<file path="config.mk">
export PLATFORM = sky130hd
export DESIGN_NAME = msg_scroller
export DESIGN_NICKNAME = d
export VERILOG_FILES = /design/src/rtl/msg_scroller_pkg.sv /design/src/rtl/msg_scroller_tick_gen.sv /design/src/rtl/msg_scroller.sv
export SDC_FILE = /design/constraint.sdc
export NUM_CORES = 1
export LEC_CHECK = 0
export ABC_AREA = 1
export CORE_MARGIN = 1.5
export CORE_UTILIZATION = 38
export DETAILED_ROUTE_END_ITERATION = 12
export PLACE_DENSITY = 0.71
export SYNTH_ARGS = -nofsm -noshare
export SYNTH_HDL_FRONTEND = slang
export SYNTH_HIERARCHICAL = 1
export SYNTH_SLANG_ARGS = --single-unit
</file>
<file path="constraint.sdc">
create_clock -name clk -period 1.7 [get_ports clk]
set_input_delay 0.425 -clock clk [delete_from_list [all_inputs] [get_ports clk]]
set_output_delay 0.425 -clock clk [all_outputs]
set_load 0.02 [all_outputs]
</file>
<file path="src/rtl/msg_scroller_pkg.sv">
// Shared constants and state encoding for the message scroller.
package msg_scroller_pkg;

  localparam int MSG_CHAR_W = 5;
  localparam int MSG_ADDR_W = 4;
  localparam int MSG_BLANK  = 27;
  localparam int MSG_FIRST  = 1;
  localparam int MSG_LAST   = 15;

  typedef enum logic {
    ST_RUN = 1'b0,
    ST_GAP = 1'b1
  } scroll_state_e;

endpackage

</file>
<file path="src/rtl/msg_scroller_tick_gen.sv">
// Enabled prescaler: one tick every DIV enabled cycles, clearable.
module tick_gen #(
  parameter int DIV = 25000000
) (
  input  logic clk,
  input  logic rst,
  input  logic clr,
  input  logic en,
  output logic tick
);

  localparam int CNT_W = (DIV > 1) ? $clog2(DIV) : 1;
  localparam logic [CNT_W-1:0] CNT_MAX = CNT_W'(DIV - 1);

  logic [CNT_W-1:0] cnt_q;
  logic [CNT_W-1:0] cnt_d;

  // Tick on the last count of the period, only while enabled.
  assign tick = en && (cnt_q == CNT_MAX);

  // Next count: clear wins, wrap on tick, advance when enabled, else hold.
  always_comb begin
    cnt_d = cnt_q;
    if (clr) begin
      cnt_d = '0;
    end else if (tick) begin
      cnt_d = '0;
    end else if (en) begin
      cnt_d = cnt_q + CNT_W'(1);
    end else begin
      cnt_d = cnt_q;
    end
  end

  // Counter register with synchronous reset.
  always_ff @(posedge clk) begin
    if (rst) begin
      cnt_q <= '0;
    end else begin
      cnt_q <= cnt_d;
    end
  end

endmodule

</file>
<file path="src/rtl/msg_scroller.sv">
// Message ROM sequencer: scrolls ROM characters right-to-left through a
// DIGITS-wide window, then scrolls DIGITS blanks before repeating.
module msg_scroller
  import msg_scroller_pkg::*;
#(
  parameter int DIGITS     = 4,
  parameter int CHAR_W     = MSG_CHAR_W,
  parameter int ADDR_W     = MSG_ADDR_W,
  parameter int DIV        = 25000000,
  parameter int FIRST_ADDR = MSG_FIRST,
  parameter int LAST_ADDR  = MSG_LAST,
  parameter int BLANK      = MSG_BLANK
) (
  input  logic                     clk,
  input  logic                     rst,
  input  logic                     en,
  input  logic                     restart,
  output logic [ADDR_W-1:0]        rom_addr,
  input  logic [CHAR_W-1:0]        rom_data,
  output logic [DIGITS*CHAR_W-1:0] window,
  output logic                     step,
  output logic                     wrap
);

  localparam int GAP_W = $clog2(DIGITS + 1);
  localparam logic [ADDR_W-1:0]        ADDR_FIRST = ADDR_W'(FIRST_ADDR);
  localparam logic [ADDR_W-1:0]        ADDR_LAST  = ADDR_W'(LAST_ADDR);
  localparam logic [CHAR_W-1:0]        BLANK_CH   = CHAR_W'(BLANK);
  localparam logic [DIGITS*CHAR_W-1:0] ALL_BLANK  = {DIGITS{BLANK_CH}};

  logic                     tick;
  scroll_state_e            state_q,  state_d;
  logic [ADDR_W-1:0]        addr_q,   addr_d;
  logic [DIGITS*CHAR_W-1:0] window_q, window_d;
  logic [GAP_W-1:0]         gap_q,    gap_d;
  logic                     step_q,   step_d;
  logic                     wrap_q,   wrap_d;

  tick_gen #(
    .DIV (DIV)
  ) u_tick_gen (
    .clk  (clk),
    .rst  (rst),
    .clr  (restart),
    .en   (en),
    .tick (tick)
  );

  // Next state: restart reloads the start-of-message view; a tick shifts
  // either the ROM character (RUN) or a blank (GAP) into the window.
  always_comb begin
    state_d  = state_q;
    addr_d   = addr_q;
    window_d = window_q;
    gap_d    = gap_q;
    step_d   = 1'b0;
    wrap_d   = 1'b0;
    if (restart) begin
      state_d  = ST_RUN;
      addr_d   = ADDR_FIRST;
      window_d = ALL_BLANK;
      gap_d    = '0;
    end else if (tick) begin
      step_d = 1'b1;
      case (state_q)
        ST_RUN: begin
          window_d = {window_q[(DIGITS-1)*CHAR_W-1:0], rom_data};
          if (addr_q == ADDR_LAST) begin
            addr_d  = ADDR_FIRST;
            wrap_d  = 1'b1;
            gap_d   = GAP_W'(DIGITS);
            state_d = ST_GAP;
          end else begin
            addr_d  = addr_q + ADDR_W'(1);
          end
        end
        ST_GAP: begin
          window_d = {window_q[(DIGITS-1)*CHAR_W-1:0], BLANK_CH};
          gap_d    = gap_q - GAP_W'(1);
          if (gap_q == GAP_W'(1)) begin
            state_d = ST_RUN;
          end else begin
            state_d = ST_GAP;
          end
        end
        default: begin
          state_d = ST_RUN;
          addr_d  = ADDR_FIRST;
          gap_d   = '0;
        end
      endcase
    end else begin
      step_d = 1'b0;
      wrap_d = 1'b0;
    end
  end

  // State and output registers with synchronous reset.
  always_ff @(posedge clk) begin
    if (rst) begin
      state_q  <= ST_RUN;
      addr_q   <= ADDR_FIRST;
      window_q <= ALL_BLANK;
      gap_q    <= '0;
      step_q   <= 1'b0;
      wrap_q   <= 1'b0;
    end else begin
      state_q  <= state_d;
      addr_q   <= addr_d;
      window_q <= window_d;
      gap_q    <= gap_d;
      step_q   <= step_d;
      wrap_q   <= wrap_d;
    end
  end

  assign rom_addr = addr_q;
  assign window   = window_q;
  assign step     = step_q;
  assign wrap     = wrap_q;

endmodule

</file>
* Word-level counts from Yosys, hierarchy flattened
Cells that the tools add are included.
** Storage, ports and cells
- Memories kept :: 0
- Flip-flop bits (word level) :: 55
- Latch bits :: 0
- Memory bits (writable) :: 0
- Bits in read-only memories :: 0
- Logic and storage cells :: 30
** Cells by class
- Shift operators :: 0
- Reduce and logical (&&, ||, !) cells :: 6
- Bitwise logic cells :: 2
- Multiply operators :: 0
- Multiplexer cells :: 8
- Magnitude comparators :: 0
- Divide/modulo/power cells :: 0
- Equality and inequality tests :: 4
- Add/subtract/negate cells :: 3
** Operator list (count)
- 20-bit case mux with 2 select lines :: 1
- 25-bit by 1-bit adder with 25-bit output, second input constant :: 1
- 25-bit == test, second input constant :: 1
- 3-bit case mux with 2 select lines :: 1
- 4-bit by 1-bit adder with 4-bit output, second input constant :: 1
- 4-bit == test, second input constant :: 1
- 4-bit two-way mux :: 1
- 2-bit AND reduction :: 2
- 4-bit OR reduction :: 1
- 3-bit by 1-bit == test with 1-bit output, second input constant :: 1
- 1-bit two-way mux :: 3
- 3-bit two-way mux :: 1
- 3-bit OR reduction :: 1
- 3-bit by 1-bit subtractor with 3-bit output, second input constant :: 1
- 2-bit != test, second input constant :: 1
- 1-bit inverter :: 2
- 1-bit case mux with 2 select lines :: 1
- 2-bit OR reduction :: 1
- 1-bit logical AND :: 1

* Logic depth before layout (Yosys ltp)
Gate-level depths: netlist of run 1.
- Depth in word-level cells :: 4
- Depth in mapped cells :: 14
- Gate-level depth less buffers :: 13

* By module
The synthesis of run 1 kept the hierarchy.
** By module, submodules not included
- tick_gen :: cells each 200, area each 1357.6 um2, seq. area each 500.5 um2, instances 1
- msg_scroller :: cells each 154, area each 1167.4 um2, seq. area each 600.6 um2, instances 1

* Least setup slack after synthesis of run 1
Ideal clock, no wire load.
- Kind :: reg2reg
- Start :: register u_tick_gen.cnt_q[0]
- End :: register addr_q[3], in the netlist rom_addr[3]
- Cell stages (with the launch flop) :: 14
- Data arrival time :: 1.492 ns
- Required time :: 1.590 ns
- Path slack :: 0.098 ns
- Cell sequence :: dfxtp_1 > ha_1 > nand3_1 > nor2_1 > nand2_1 > nor2_1 > nand2_1 > inv_1 > buf_4 > nand2_2 > nor2_1 > inv_2 > nand2_1 > nor2_1
** On the way
- Longest elaborated chain between the ends :: 3
** RTL lines
- start: declaration :: RTL line msg_scroller_tick_gen.sv:15 : logic [CNT_W-1:0] cnt_q;
- start signal: assignment :: RTL line msg_scroller_tick_gen.sv:40 : cnt_q <= cnt_d;
- 25-bit == test :: RTL line msg_scroller_tick_gen.sv:19 : assign tick = en && (cnt_q == CNT_MAX);
- 1-bit logical AND :: RTL line msg_scroller_tick_gen.sv:19
- via tick :: RTL line msg_scroller.sv:31 : logic tick;
- 2-bit AND reduction (no source line)
- end signal: assignment :: RTL line msg_scroller.sv:109 : addr_q <= addr_d;
- end: declaration :: RTL line msg_scroller.sv:33 : logic [ADDR_W-1:0] addr_q, addr_d;
The timed path passes the listed nets, and every way through them passes these cells.
A chain may end at the register's enable or synchronous reset.

* Worst setup path after layout of run 1
- Start :: register wrap_q, in the netlist wrap
- End :: output port wrap
** RTL lines
- start: declaration :: RTL line msg_scroller.sv:37 : logic wrap_q, wrap_d;
- start signal: assignment :: RTL line msg_scroller.sv:113 : wrap_q <= wrap_d;
- end: declaration :: RTL line msg_scroller.sv:22 : output logic wrap
No word-level cell between the ends.

==> impl_results.md, run 1 <==
- Max Clk Rate: just over 600 MHz
- Syn Area/Cell: 7.13 sq um
- Leakage: roughly 1.4 nW
- Final nets: between 400 and 500
- Final std cells w/o fill: between 400 and 500
- Sequential fraction of the synthesis area: between 40% and 50%
- Height of the die: ~85 microns
- Worst path top cell family by delay: buffers and inverters
- Synth Register Bits: 55
- H-tree level count: 2
- DRC Markers: 0
- Worst path required time: between 1000 and 1500 ps
- Via density: 4.71
- Core area: between 0.006 and 0.007 sq mm
- CP Capture Type: output port
- WP buf/inv: 1
- Worst endpoint data arrival time: about 1200 ps
- Normalized max-slew margin: between 70% and 80%
- Hold Path Class: reg2reg
- Status: complete, no violations
- Placed cells: 487
- Leading area contributor after synthesis: dfxtp_1
- Minimum clock period after layout: approximately 1600 ps
- Hold Fails Final Rpt: 0
- Sink Count: 55
- CTS Buf Count: 5
- Max_cap viols: 0
- Clk slew on worst S/H paths: about 100 ps
- Initial DRC Count: between 80 and 90
- Number of port buffers: 34
- Routed Antenna Nets: 0
- Max rail drop VDD: around 0.00057 V
- DP HPWL: ~4.0 mm
- IO Pins: 35
- Worst hold slack: 466 ps
- Final Total Pwr: 2.14 mW
- Slowest CP cell: clkdlybuf4s50_1
- Synth warnings: 6
- Number of distinct library cells after synthesis: 27
- First-pass GRT wire length: between 9 and 10 mm
- Syn nets: ~370
- TritonCTS clock tree: yes
- Synth Instances: between 300 and 400
- Total gr overflow: 0
- Slew @ Worst Pin: 299 ps
- CTS Root Buffer Type: clkbuf_8
- Finish-stage setup viols: 0
- Crit-path max FO: 1
- Final Skew: 13.7 ps
- DRT Pass-1 Iters: 4
- Post-CTS Hold Fix Bufs: 0
- CP cell instances: clkdlybuf4s50_1
- Max Root-Sink Buffers: 2
- Layout area overhead: 31.6%
- Slowest Stage Delay on Critical Path: roughly 590 ps
- Share of layout cells above drive strength 1: around 17%
- Skew-Pair Late Insertion Delay: roughly 320 ps
- Diode count: 0
- RSZ-0062 raised after global routing: true
- Crit Path Category: reg2out
- DIE WIDTH: about 85 microns
- Die Footprint: ~0.007 sq mm
- CP Launch Type: register
- Placement Setup Slack: -363 ps
- Vias: ~2,300
- Fin worst setup slack: a little over 60 ps
- Total wire length: ~5.4 mm
- Final Cycle Share: roughly 96%
- Initial antenna violation count: 0
- Gr usage total: approximately 16%
- Vias in the first global route: around 2,200
- Fill cells: 636
- Num rows: 29
- Starting Density: between 30% and 40%
- Largest net degree at the start of global routing: 20
- Share of the synthesized area in the top cell type: between 40% and 50%
- PD cells: between 600 and 700 mW/mm^2
- GPL Wtd Cong: between 0.8 and 0.9
- Mapped Area: around 0.0025 sq mm
- Slew Limit Fails: 0
- WL per Instance: 10.9 microns
- Synth area leaders: dfxtp_1 44%, nand2_1 15%, nor2_1 7.4%
power breakdown:
part,internal (mW),switching (mW)
logic,0.0418,0.0359
clock network,0.304,0.467
registers,1.29,0.00153
flip-flops by register name, indices dropped and copies added (netlist names):
| name | cells |
|---|---|
| gap_q | 3 |
| rom_addr | 4 |
| state_q | 1 |
| step | 1 |
| u_tick_gen/cnt_q | 25 |
| window | 20 |
| wrap | 1 |
final timing paths:
path	start	endpoint	slack, ps	cells after the start
hold reg to reg	window[19]	window[19]	470	2
setup reg to reg	u_tick_gen/cnt_q[1]	window[3]	90	11
hold / removal	window[19]	window[19]	470	2
setup / recovery	wrap	wrap	60	1
synth_stat cells:
cell and n:
a21oi_1 15, buf_2 5, buf_4 2, buf_8 2, dfxtp_1 55, ha_1 4
inv_1 32, inv_2 3, mux2i_1 1, nand2_1 104, nand2_2 2, nand2_4 1
nand3_1 37, nand3_2 2, nand4_1 5, nor2_1 50, nor2_2 7, nor2_4 1
nor3_1 2, o211ai_1 1, o21ai_0 1, o21bai_1 1, o22ai_1 4, or2_1 1
or2_2 3, xnor2_1 8, xor2_1 5
tightest hold or removal path, stage by stage, from the launching register on:
cell and delay, ps:
dfxtp_1 340, nand2_1 50, nand3_1 50
final cells by class:
class                           count  area [sq um]  share of cell area, %
Inverter                           35           131                   3.95
Sequential cell                    55          1100                   33.2
Timing Repair Buffer               66           612                   18.4
Clock buffer                        5          68.8                   2.07
Multi-Input combinational cell    255          1280                   38.7
Tap cell                           77          96.3                   2.90
Clock inverter                      3          26.3                  0.791
cell families (layout without fill, tap and decap cells):
group / after synthesis / after routing / synth area share, %
AOI/OAI and AO/OA: 22 / 22 / 4.76
buffers and inverters: 44 / 109 / 7.98
adders and majority gates: 4 / 4 / 1.98
xor gates and xnor gates: 13 / 13 / 4.51
muxes: 1 / 1 / 0.396
and+or+nand+nor: 215 / 215 / 36.8
DFF: 55 / 55 / 43.6
through the flow:
| stage | setup TNS [ps] | cell area, sq um | utilization [%] |
|---|---|---|---|
| floorplan | 0 | 2520 | - |
| global placement | -11410 | 3150 | 49.3 |
| detailed placement | -13900 | 3150 | 49.3 |
| CTS | 0 | 3220 | 50.4 |
| global route | -723 | 3320 | 52.0 |
| finish | 0 | 3320 | 52.0 |
per-layer routing:
metal	up-vias	track usage [%]	share of wire [%]	routed length (microns)
li1	1242	-	-	-
met3	9	4.13	5.1	277
met5	-	0	0	0
met2	44	26.2	46	2510
met1	1042	20.1	47	2570
met4	0	4.40	1.3	71
repair_timing:
action	4_1_cts	5_1_grt
pin swaps	0	7
resized for setup	22	25
buffers inserted	0	1
endpoints found under the setup margin	32	40
placed cells by master (no fill, tap or decap), types with 2 or more instances in the layout:
cell type and count:
nand2_1 103, dfxtp_2 2, nor2_1 48, clkdlybuf4s50_1 8
buf_4 27, nor2_2 7, inv_6 2, clkbuf_8 5
a21oi_1 14, buf_12 3, xor2_1 5, xnor2_1 8
nand3_2 4, buf_6 2, dfxtp_1 53, inv_1 31
nor2_4 3, o22ai_1 3, dlygate4sd2_1 21, nand2_2 3
or2_2 3, ha_1 3, nand4_1 5, nand3_1 34
dlymetal6s2s_1 5, nor3_1 2, inv_2 4
(Power assumes the default switching activity.)
==> run 2, diff against run 1 <==
Settings changed: ABC_AREA 1 to 0, CORE_UTILIZATION 38 to 25, PLACE_DENSITY 0.71 to 0.54.
==> run 2 against run 1 <==
  * The run now ends with negative setup slack left
  * Worst hold slack improved by 20 ps
  * Combinational power rose by 35%
  * Clock skew is 3.1 ps lower
  * Wire length increased by 11%
  * Non-clock buffer count increased by 23
  * Die area up 41%
  * Critical path depth rose by 6
  * Critical endpoint is now rom_addr[0]
  * Count of clock-buffer cells in the layout is the same
  * Setup slack worse by 130 ps
  * Sequential cell count did not move
  * Total power is 1.9% higher
  * First-iteration DRC count down 42%
==> impl_results.md, run 2 <==
- Mapped Area: 0.00237 sq mm (was 0.00252 sq mm)
- Crit Path Category: reg2reg (was reg2out)
- Number of distinct library cells after synthesis: 42 (was 27)
- Number of port buffers: 34 (unchanged)
- CTS Buf Count: 5 (unchanged)
- Crit-path max FO: 5 (was 1)
- Worst hold slack: 486 ps (was 466 ps)
- WL per Instance: 13.3 microns (was 10.9 microns)
- Async S/R FF share, synth: 0% (unchanged)
- Syn nets: 267 (was 367)
- Final Total Pwr: 2.18 mW (was 2.14 mW)
- Commonest cells after routing, fill and taps aside: 50 x dfxtp_1, 41 x buf_4, 26 x nand2_1, 25 x dlygate4sd2_1, 16 x mux2i_1 (was 103 x nand2_1, 53 x dfxtp_1, 48 x nor2_1, 34 x nand3_1, 31 x inv_1)
- Main synth FF type: dfxtp_1 (unchanged)
- First-pass GRT wire length: 9.28 mm (was 9.35 mm)
- TritonCTS clock tree: yes (unchanged)
- Fill cells: 943 (was 636)
- Flop pwr share: 59.2% (was 60.3%)
- Sequential fraction of the synthesis area: 46.5% (was 43.6%)
- Worst endpoint data arrival time: 2000 ps (was 1210 ps)
- Status: finished, violations left (was complete, no violations)
- Post-layout util: 39.6% (was 52.0%)
- DRC Markers: 0 (unchanged)
- Vias: 2,155 (was 2,337)
- Largest net degree at the start of global routing: 26 (was 20)
- Die Footprint: 0.0101 sq mm (was 0.00714 sq mm)
- Leakage: 1.33 nW (was 1.36 nW)
- Clk slew on worst S/H paths: 110 ps (was 100 ps)
- Cell area after layout: 0.00364 sq mm (was 0.00332 sq mm)
- Slew @ Worst Pin: 336 ps (was 299 ps)
- Routed Antenna Nets: 0 (unchanged)
- DRT Pass-1 Iters: 4 (unchanged)
- Reg area: 0.00111 sq mm (was 0.00110 sq mm)
- Largest Register: u_tick_gen/cnt_q (unchanged)
- Max FFs per register: 25 (unchanged)
- Max Clk Rate: 565 MHz (was 610 MHz)
- CTS Root Buffer Type: clkbuf_8 (unchanged)
- Worst path required time: 1930 ps (was 1270 ps)
- Layout area overhead: 53.9% (was 31.6%)
- Height of the die: 100 microns (was 84.5 microns)
- Final Skew: 10.6 ps (was 13.7 ps)
- Normalized max-slew margin: 77.6% (was 79.9%)
- CP Capture Type: register (was output port)
- Via density: 4.79 (was 4.71)
- P_sw: 532 uW (was 504 uW)
- Met1 usage: 15.1% (was 20.1%)
- Multi-input gate area: 0.00144 sq mm (was 0.00128 sq mm)
- Gr usage total: 11.2% (was 15.7%)
- Minimum clock period after layout: 1770 ps (was 1640 ps)
- RSZ-0062 raised after global routing: true (unchanged)
- Initial antenna violation count: 0 (unchanged)
- Slew Limit Fails: 0 (unchanged)
- Max rail drop VDD: 0.000441 V (was 0.000565 V)
- Clk pwr share: 36.0% (about the same)
- Num rows: 35 (was 29)
- Initial DRC Count: 47 (was 81)
- Commonest non-fill, non-tap cell in the layout: dfxtp_1 (was nand2_1)
- Part of the power in combinational logic: 4.8% (was 3.6%)
- Grt met2 use: 18.5% (was 26.2%)
- Synth Instances: 254 (was 354)
- Vias in the first global route: 2,019 (was 2,189)
- Final nets: 351 (was 431)
- Internal power: 1.65 mW (was 1.64 mW)
- Hold Fails Final Rpt: 0 (unchanged)
- Post-route setup TNS: -666 ps (was 0 ps)
- Share of the synthesized area in the top cell type: 46.5% (was 43.6%)
- Leading area contributor after synthesis: dfxtp_1 (unchanged)
- Syn Area/Cell: 9.32 sq um (was 7.13 sq um)
- Hold Path Class: reg2reg (unchanged)
- Net Sw Frac: 24.4% (was 23.6%)
- Top-count cell post-synth: dfxtp_1 (was nand2_1)
- Skew-Pair Late Insertion Delay: 320 ps (about the same)
- GRT busiest layer: met2 (unchanged)
- DIE WIDTH: 100 microns (was 84.5 microns)
- GPL Wtd Cong: 0.762 (was 0.842)
- DP Area: 0.00320 sq mm (was 0.00315 sq mm)
- Synth area leaders: dfxtp_1 47%, mux2i_1 6.8%, nand2_1 4.4% (was dfxtp_1 44%, nand2_1 15%, nor2_1 7.4%)
- Core area: 0.00920 sq mm (was 0.00639 sq mm)
- Failing checks: negative setup slack
- Post-CTS Hold Fix Bufs: 0 (unchanged)
- Final Cycle Share: 104% (was 96.4%)
- DP HPWL: 3.82 mm (was 4.05 mm)
- Max_cap viols: 0 (unchanged)
- Max Root-Sink Buffers: 2 (unchanged)
- Total gr overflow: 0 (unchanged)
- Post-synth EDFFs: 0 (unchanged)
- Grt met3 use: 2.51% (was 4.13%)
- IO Pins: 35 (unchanged)
- Fin worst setup slack: -71.5 ps (was 60.7 ps)
- Synth top cells by count: 55 x dfxtp_1, 28 x nand2_1, 22 x nor2_1 (was 104 x nand2_1, 55 x dfxtp_1, 50 x nor2_1)
- Finish-stage setup viols: 32 (was 0)
- Share of layout cells above drive strength 1: 37.8% (was 16.9%)
- Diode count: 0 (unchanged)
- CP Launch Type: register (unchanged)
- PD cells: 599 mW/mm^2 (was 644 mW/mm^2)
- Synth Register Bits: 55 (unchanged)
- Synth warnings: 6 (unchanged)
- Sink Count: 55 (unchanged)
- H-tree level count: 2 (unchanged)
- Starting Density: 25.7% (was 39.5%)
- Total wire length: 6.00 mm (was 5.42 mm)
-- run 2: layout make-up --
cell class | instances | share of cell area [%]
clock buffer | 5 | 1.89
clock inverter | 3 | 0.755
inverter | 4 | 0.412
multi-input combinational | 183 | 39.5
sequential | 55 | 30.5
tap | 111 | 3.81
timing repair buffer | 89 | 23.2
-- run 2: timing repair --
item	4_1_cts	5_1_grt
setup buffers	4	3
endpoints found under the setup margin	76	56
cloned	1	4
resized for setup	41	56
endpoints found under the hold margin	0	0
pin swaps	8	12
-- run 2: critical path: stages, from the launching register on --
cell and delay [ps]:
dfxtp_2 350, nor4b_4 270, nand4_1 220, nor3_4 250, buf_12 150, nor2b_4 190, and3_4 200, o21ai_2 50
-- run 2: cells by family after synthesis --
kind of cell    Yosys count  synth area share [%]
simple gates            109                  25.2
flops                    55                  46.5
compound gates           41                  11.0
buf+inv                  17                  3.96
mux                      16                  6.77
xor+xnor                 12                  4.44
fa+ha+maj                 4                  2.11
-- run 2: final timing paths --
path | slack (ps) | cells past startpoint | from | to
worst max register to register | -70 | 7 | u_tick_gen/cnt_q[17] | rom_addr[0]
worst min-delay path | 490 | 2 | window[19] | window[19]
worst max-delay path | -70 | 7 | u_tick_gen/cnt_q[17] | rom_addr[0]
worst min register to register | 490 | 2 | window[19] | window[19]
-- run 2: routing by layer --
layer  part of all wire, %  vias to the layer above
met5                     0                        -
met4                  0.20                        0
met3                   4.1                        2
met2                    47                       43
met1                    49                     1032
li1                      -                     1078
-- run 2: power groups by stage --
stage	clock network (mW)	logic [mW]	registers, mW
finish	0.785	0.105	1.29
detailed placement	0	0.0685	1.32
global placement	0	0.0685	1.32
floorplan	0	0.0271	1.32
global route	0.871	0.112	1.29
CTS	0.819	0.0695	1.29
-- run 2: through the flow --
stage | instances | worst slack (ps)
floorplan | 254 | -76.5
global placement | 432 | -415
detailed placement | 432 | -480
CTS | 445 | -74.9
global route | 450 | -175
finish | 450 | -71.5
==> run 3, diff against run 2 <==
Settings changed: ABC_CLOCK_PERIOD_IN_PS set to 1700.
==> results of run 3 <==
Same layout as run 2: the final DEF is identical, and so are final timing and power.
